<file path="config.mk">
export PLATFORM = sky130hd
export DESIGN_NAME = imem_refill_flat
export DESIGN_NICKNAME = d
export VERILOG_FILES = /design/src/rtl/imem_refill_if.sv /design/src/rtl/imem_refill.sv /design/src/flat_wrapper.sv
export SDC_FILE = /design/constraint.sdc
export NUM_CORES = 1
export LEC_CHECK = 0
export ABC_AREA = 0
export ABC_CLOCK_PERIOD_IN_PS = 5500
export CORE_ASPECT_RATIO = 1.4
export CORE_MARGIN = 1
export CORE_UTILIZATION = 47
export DETAILED_ROUTE_END_ITERATION = 8
export PLACE_DENSITY = 0.85
export RECOVER_POWER = 25
export SYNTH_ARGS = -nofsm -noshare
export SYNTH_HDL_FRONTEND = slang
export SYNTH_SLANG_ARGS = --single-unit
export TNS_END_PERCENT = 50
</file>
<file path="constraint.sdc">
create_clock -name clk -period 5.5 [get_ports clk]
set_clock_uncertainty 0.05 [all_clocks]
set_input_delay 1.65 -clock clk [delete_from_list [all_inputs] [get_ports clk]]
set_output_delay 1.65 -clock clk [all_outputs]
set_load 0.01 [all_outputs]
</file>
<file path="src/rtl/imem_refill_if.sv">
// Bus between the instruction cache, the refill engine and main memory.
// The cache side is the master and the refill engine is the slave.
// Handshake: a read beat completes on any cycle where omem_rd and imem_ack
// are both high; omem_addr holds until then. oline_valid is a one-cycle
// pulse with no back-pressure, qualified by oerr.
interface imem_refill_if;
    logic         ireq;
    logic [31:0]  ireq_addr;
    logic         obusy;
    logic         omem_rd;
    logic [31:0]  omem_addr;
    logic [31:0]  imem_rdata;
    logic         imem_ack;
    logic [127:0] oline;
    logic [31:0]  oline_addr;
    logic         oline_valid;
    logic         oerr;

    modport master (
        output ireq, ireq_addr, imem_rdata, imem_ack,
        input  obusy, omem_rd, omem_addr, oline, oline_addr, oline_valid, oerr
    );

    modport slave (
        input  ireq, ireq_addr, imem_rdata, imem_ack,
        output obusy, omem_rd, omem_addr, oline, oline_addr, oline_valid, oerr
    );
endinterface

</file>
<file path="src/rtl/imem_refill.sv">
// Instruction cache line refill: four word reads, critical word first,
// with a per-beat ack timeout that aborts the refill with an error pulse.
module imem_refill #(
    parameter int unsigned TIMEOUT = 255
) (
    input  logic         clk,
    input  logic         rstn,
    imem_refill_if.slave bus,
    output logic [1:0]   state
);

    typedef enum logic [1:0] {
        IDLE = 2'd0,
        READ = 2'd1,
        DONE = 2'd2,
        ERR  = 2'd3
    } state_t;

    // A beat times out on the TIMEOUT-th cycle without ack; an ack on that cycle still wins.
    localparam logic [7:0] WAIT_LAST = 8'(TIMEOUT - 1);

    state_t       cur;
    state_t       nxt;
    logic [27:0]  base_hi;
    logic [1:0]   beat;
    logic [1:0]   n_done;
    logic [7:0]   wait_cnt;
    logic [127:0] line_q;

    assign state = cur;

    always_ff @(posedge clk) begin
        if (rstn) begin
            cur <= IDLE;
        end else begin
            cur <= nxt;
        end
    end

    always_comb begin
        nxt = cur;
        case (cur)
            IDLE: begin
                if (bus.ireq) begin
                    nxt = READ;
                end
            end
            READ: begin
                if (bus.imem_ack) begin
                    if (n_done == 2'd3) begin
                        nxt = DONE;
                    end
                end else if (wait_cnt == WAIT_LAST) begin
                    nxt = ERR;
                end
            end
            DONE:    nxt = IDLE;
            ERR:     nxt = IDLE;
            default: nxt = IDLE;
        endcase
    end

    always_ff @(posedge clk) begin
        if (rstn) begin
            base_hi  <= '0;
            beat     <= '0;
            n_done   <= '0;
            wait_cnt <= '0;
            line_q   <= '0;
        end else begin
            case (cur)
                IDLE: begin
                    if (bus.ireq) begin
                        base_hi  <= bus.ireq_addr[31:4];
                        beat     <= bus.ireq_addr[3:2];
                        n_done   <= '0;
                        wait_cnt <= '0;
                    end
                end
                READ: begin
                    if (bus.imem_ack) begin
                        // Words land at their address slot, not in arrival order.
                        line_q[{beat, 5'b00000} +: 32] <= bus.imem_rdata;
                        beat     <= beat + 2'd1;
                        n_done   <= n_done + 2'd1;
                        wait_cnt <= '0;
                    end else begin
                        wait_cnt <= wait_cnt + 8'd1;
                    end
                end
                default: begin
                end
            endcase
        end
    end

    always_comb begin
        bus.obusy       = (cur != IDLE);
        bus.omem_rd     = (cur == READ);
        bus.oline_valid = (cur == DONE) || (cur == ERR);
        bus.oerr        = (cur == ERR);
        // The beat index replaces bits [3:2] so the address never leaves the line.
        bus.omem_addr   = {base_hi, beat, 2'b00};
        bus.oline       = line_q;
        bus.oline_addr  = {base_hi, 4'b0000};
    end

endmodule

</file>
<file path="src/flat_wrapper.sv">
// flat-port wrapper written by rule: the top's interface ports become plain ports
module imem_refill_flat 
#(
    parameter int unsigned TIMEOUT = 255
)
  (clk, rstn, state, bus_ireq, bus_ireq_addr, bus_imem_rdata, bus_imem_ack, bus_obusy, bus_omem_rd, bus_omem_addr, bus_oline, bus_oline_addr, bus_oline_valid, bus_oerr);
  imem_refill_if bus_i ();
  input  logic clk;
  input  logic rstn;
  output logic [1:0] state;
  input wire logic [$bits(bus_i.ireq)-1:0] bus_ireq;
  input wire logic [$bits(bus_i.ireq_addr)-1:0] bus_ireq_addr;
  input wire logic [$bits(bus_i.imem_rdata)-1:0] bus_imem_rdata;
  input wire logic [$bits(bus_i.imem_ack)-1:0] bus_imem_ack;
  output wire logic [$bits(bus_i.obusy)-1:0] bus_obusy;
  output wire logic [$bits(bus_i.omem_rd)-1:0] bus_omem_rd;
  output wire logic [$bits(bus_i.omem_addr)-1:0] bus_omem_addr;
  output wire logic [$bits(bus_i.oline)-1:0] bus_oline;
  output wire logic [$bits(bus_i.oline_addr)-1:0] bus_oline_addr;
  output wire logic [$bits(bus_i.oline_valid)-1:0] bus_oline_valid;
  output wire logic [$bits(bus_i.oerr)-1:0] bus_oerr;
  assign bus_i.ireq = bus_ireq;
  assign bus_i.ireq_addr = bus_ireq_addr;
  assign bus_i.imem_rdata = bus_imem_rdata;
  assign bus_i.imem_ack = bus_imem_ack;
  assign bus_obusy = bus_i.obusy;
  assign bus_omem_rd = bus_i.omem_rd;
  assign bus_omem_addr = bus_i.omem_addr;
  assign bus_oline = bus_i.oline;
  assign bus_oline_addr = bus_i.oline_addr;
  assign bus_oline_valid = bus_i.oline_valid;
  assign bus_oerr = bus_i.oerr;
  imem_refill #(.TIMEOUT(TIMEOUT)) u_core (.clk(clk), .rstn(rstn), .bus(bus_i), .state(state));
endmodule
</file>
; ---- Word-level counts from Yosys, hierarchy flattened
; Cells that the tools add are included.
; W data, S select, Z words.
[op_classes]
n_reduce_logical = 10
div_mod_pow = 0
shift = 2
n_mux = 15
mul = 0
order_cmp = 0
addsub = 4
eq_ne = 9
bitwise_logic = 0
[op_table]
columns = op, n
row1 = $bwmux W128, 1
row2 = $shift A32 B9 Y128 const A, 1
row3 = $shiftx A32 B9 Y128, 1
row4 = $mux W2, 8
row5 = $mux W8, 2
row6 = $pmux W8 S2, 1
row7 = $neg A7 Y9, 1
row8 = $add A8 B1 Y8 const B, 1
row9 = $eq A8 B8 Y1 const B, 1
row10 = $pmux W2 S2, 2
row11 = $eq A2 B2 Y1 const B, 3
row12 = $ne A3 B2 Y1 const B, 2
row13 = $pmux W2 S3, 1
row14 = $reduce_and A2 Y1, 3
row15 = $reduce_and A3 Y1, 2
row16 = $add A2 B1 Y2 const B, 2
row17 = $ne A2 B2 Y1 const B, 2
row18 = $reduce_bool A2 Y1, 2
row19 = $eq A2 B1 Y1 const B, 1
row20 = $logic_not A2 Y1, 1
row21 = $reduce_or A2 Y1, 1
row22 = $logic_or A1 B1 Y1, 1
[word_totals]
wordCells = 46
n_memories = 0
latch_bits = 0
register_bits = 170
rom_bits = 0
ram_bits = 0
inputBits = 68
output_inout_bits = 198

; ---- Logic depth before layout (Yosys ltp)
[depth]
word_depth = 4
mapped_depth = 7
depth_no_buf = 5

; ---- Least setup slack after synthesis
; Ideal clock, no wire load.
[synth_timing]
path_type = in2reg
from = input bus_imem_ack
to = register u_core.wait_cnt[5]
slack_ps = 2790
t_required_ps = 5375
t_arrival_ps = 2585
setup_ps = 75
n_path_buf = 0
cell_stages = 3
cell_sequence = or3b_1 > or4_1 > a31oi_1
[synth_between]
elab_chain_len = 2
[synth_lines]
columns = item, line
row1 = from (decl), flat_wrapper.sv:14  ; input wire logic [$bits(bus_i.imem_ack)-1:0] bus_imem_ack;
row2 = $mux W8, imem_refill.sv:81  ; if (bus.imem_ack) begin
row3 = $pmux W8 S2, imem_refill.sv:71  ; case (cur)
row4 = to (signal assigned), imem_refill.sv:88  ; wait_cnt <= wait_cnt + 8'd1;
row5 = to (decl), imem_refill.sv:27  ; logic [7:0] wait_cnt;
; Every way passes these cells.
; A chain may end at the register's enable or synchronous reset.

; ---- Worst setup path after layout
[layout_timing]
from = register u_core.cur[0], in the netlist u_core.state[0]
to = output bus_omem_rd
[layout_between]
elab_chain_len = 1
[layout_lines]
columns = item, line
row1 = from (decl), imem_refill.sv:22  ; state_t cur;
row2 = from (signal assigned), imem_refill.sv:36  ; cur <= nxt;
row3 = $eq A2 B1 Y1, imem_refill.sv:99  ; bus.omem_rd = (cur == READ);
row4 = to (decl), flat_wrapper.sv:16  ; output wire logic [$bits(bus_i.omem_rd)-1:0] bus_omem_rd;
; Every way passes these cells.

==> flow_metrics.tcl <==
set metrics [dict create \
    status "complete, no violations" \
    cp-startpoint "u_core.state[0]" \
    grt_usage 0.2767 \
    vias 6615 \
    p_per_area_nw_per_um2 281.8 \
    cts_made_buffers 17 \
    layout-drive-gt1-share 0.05146 \
    area_growth_pct 43.00 \
    nNetsFinal 1093 \
    hold_path_startpoint "u_core.bus.oline[24]" \
    pwr-share-clk 0.432 \
    grt_pass1_vias 6149 \
    max_cap_violations 0 \
    clk_pin_slew_ps 70 \
    fillers 1130 \
    detail_route.wirelength_um 21240 \
    cp_data_required_time_ps 3800 \
    power.total_mw 2.743 \
    p_comb_frac 0.105 \
    rows 51 \
    ys_ff_latch 170 \
    gp_congestion 0.8014 \
    synthArstFlopShare 0 \
    hold_class "flip-flop to flip-flop" \
    cts_tree "yes" \
    drtPass1Iterations 5 \
    rsz0062_at_grt "no" \
    ys_seq_area_frac 0.5000 \
    drcViolationCount 0 \
    drt_iter0_drc 422 \
    htree_levels 4 \
    port-buffer-count 257 \
    drtAntennaViolNets 0 \
    leakage_nw 3.531 \
    p_int_mw 1.994 \
    power_frac_seq 0.463 \
    swShare 0.2728 \
    critPathCaptureType "primary output" \
    antenna_found_initial 1 \
    critPathArrivalTime_ps 2190 \
    clk_latency_ps 410 \
    netlist_instances 830 \
    grt_max_degree 97 \
    dieArea_um2 14970 \
    layout_min_cycle_time_ps 3893 \
    slew_viol_final 0 \
    crit_path_start_kind "flip-flop" \
    fin_tns_setup_ps 0 \
    reg2regPathDepth 5 \
    synth_edf_count 0 \
    clock-root-buffer "clkbuf_16" \
    initial_core_util 0.4848 \
    wl_per_cell_um 17.47 \
    timing.rr.start "u_core.beat[0]" \
    placed_area_um2 9150 \
    pre_cts_ws_ps 1432 \
    peakVddDrop_v 0.0001925 \
    dpl.cell_count 1183 \
    instances_no_fill 1216 \
    max_stage_delay_ps 810 \
    worst_slew_pin_slew_ps 1213 \
    cp_max_fo 21 \
    dp_hpwl_um 14040 \
    die_w_um 103.7 \
    p_switching_mw 0.7483 \
    via_per_inst 5.440 \
    post_cts_buffers 0 \
    slew_headroom 0.1881 \
    core_um2 14040 \
    synthFlopType "dfxtp_1" \
    worstSetupPathType "flip-flop to primary output" \
    syn_avg_cell_area_um2 8.201 \
    overflow 0 \
    die_h_um 144.4 \
    cp_slowest_cell "dfxtp_1" \
    ctsResizeCount 0 \
    finalCritPeriodShare 0.7079 \
    final_cell_area_um2 9733 \
    io_pins 266 \
    synth_cell_type_count 43 \
    clk_path_buf_depth 2 \
    grt_pass1_wl_um 32570 \
    setup_viol 0 \
    synth_area_um2 6807 \
    holdPathStages 2 \
    hold_viol_final 0 \
    yosysWarnings 0 \
    cts.sinks 170 \
    max_freq_mhz 256.8 \
    ctsHoldBuffers 0 \
    crit_chain "nand2b_1, inv_1, clkdlybuf4s50_1" \
    finalWorstSetupSlack_ps 1607 \
]
-- critical path: cells and delay by family, from the launching register on --
family | cells | cell delay (ps)
simple gates | 1 | 250
flops | 1 | 810
buf+inv | 2 | 720
-- power groups by stage --
stage	clock network (mW)	registers [mW]	logic [mW]
2_1_floorplan	0	1.30	0.145
3_3_place_gp	0	1.30	0.285
3_5_place_dp	0	1.30	0.288
4_1_cts	1.20	1.27	0.289
5_1_grt	1.25	1.27	0.307
6_report	1.18	1.27	0.287
-- registers in the layout, indices dropped and copies added, names as in the netlist --
register,cells
u_core.beat,2
u_core.state,2
u_core.n_done,2
u_core.bus.oline,128
u_core.wait_cnt,8
u_core.base_hi,28
-- through the flow --
stage          hold slack, ps  utilization
2_1_floorplan           394.6            -
3_3_place_gp            386.7       0.6518
3_5_place_dp            393.2       0.6518
4_1_cts                 402.8       0.6943
5_1_grt                 410.0       0.6933
6_report                395.6       0.6933
-- area by class of cell --
type,instances,area (µm²),share of cell area
Clock buffer,17,425.4,0.04371
Multi-Input combinational cell,555,2815,0.2892
Antenna cell,1,2.502,0.0002571
Sequential cell,170,3403,0.3497
Clock inverter,15,171.4,0.01761
Tap cell,185,231.5,0.02378
Timing Repair Buffer,268,2665,0.2738
Inverter,5,18.77,0.001928
-- layer usage --
metal,track usage,share of wire
met4,0.1211,0.023
met3,0.05273,0.065
met5,0,0
met2,0.4846,0.52
met1,0.3323,0.39
-- path summary, 6_finish.rpt --
path | slack, ps | end
max | 1610 | bus_omem_rd
min | 400 | u_core.bus.oline[24]
max reg2reg | 2570 | u_core.bus.oline[125]
min reg2reg | 400 | u_core.bus.oline[24]
-- cell usage after synthesis (2+ instances only) --
| library cell | instances | share of area |
|---|---|---|
| buf_4 | 36 | 0.040 |
| a21oi_1 | 162 | 0.12 |
| and4b_1 | 4 | 0.0059 |
| a41oi_1 | 2 | 0.0026 |
| or4_1 | 2 | 0.0022 |
| nand4b_1 | 6 | 0.0077 |
| nor3b_2 | 2 | 0.0037 |
| clkbuf_1 | 40 | 0.022 |
| buf_6 | 2 | 0.0033 |
| buf_2 | 27 | 0.020 |
| ha_1 | 8 | 0.015 |
| nor3b_4 | 2 | 0.0055 |
| nand2_1 | 193 | 0.11 |
| nor2_1 | 4 | 0.0022 |
| a311oi_1 | 4 | 0.0051 |
| a31oi_1 | 2 | 0.0018 |
| dfxtp_1 | 170 | 0.50 |
| nand2b_1 | 2 | 0.0018 |
| a211oi_1 | 2 | 0.0022 |
| inv_1 | 5 | 0.0028 |
| nand3_1 | 131 | 0.096 |
| nor4b_4 | 2 | 0.0070 |
| o211ai_1 | 2 | 0.0022 |
-- placed cells by master (no fill, tap or decap), drive strengths merged, types with 3 or more instances in the layout --
cell	n
a21oi	162
buf	12
a211oi	3
dlygate4sd3	84
ha	8
clkdlybuf4s50	172
clkbuf	17
nor2	4
and4b	4
nand2	193
inv	14
nor3b	4
nand4b	6
clkinv	6
or4	3
a311oi	4
nand3	131
conb	6
dfxtp	170
-- cells by family after synthesis --
logic type	count (synthesis)	share of synthesized area
AO/OA/AOI/OAI	183	0.1460
adder cells (fa/ha/maj)	8	0.01471
buffers and inverters	110	0.08768
flip-flops	170	0.5000
multiplexers	1	0.001471
other	1	0.0005509
AND/OR/NAND/NOR	357	0.2496
Note: power is estimated with default switching activity, not from simulation.
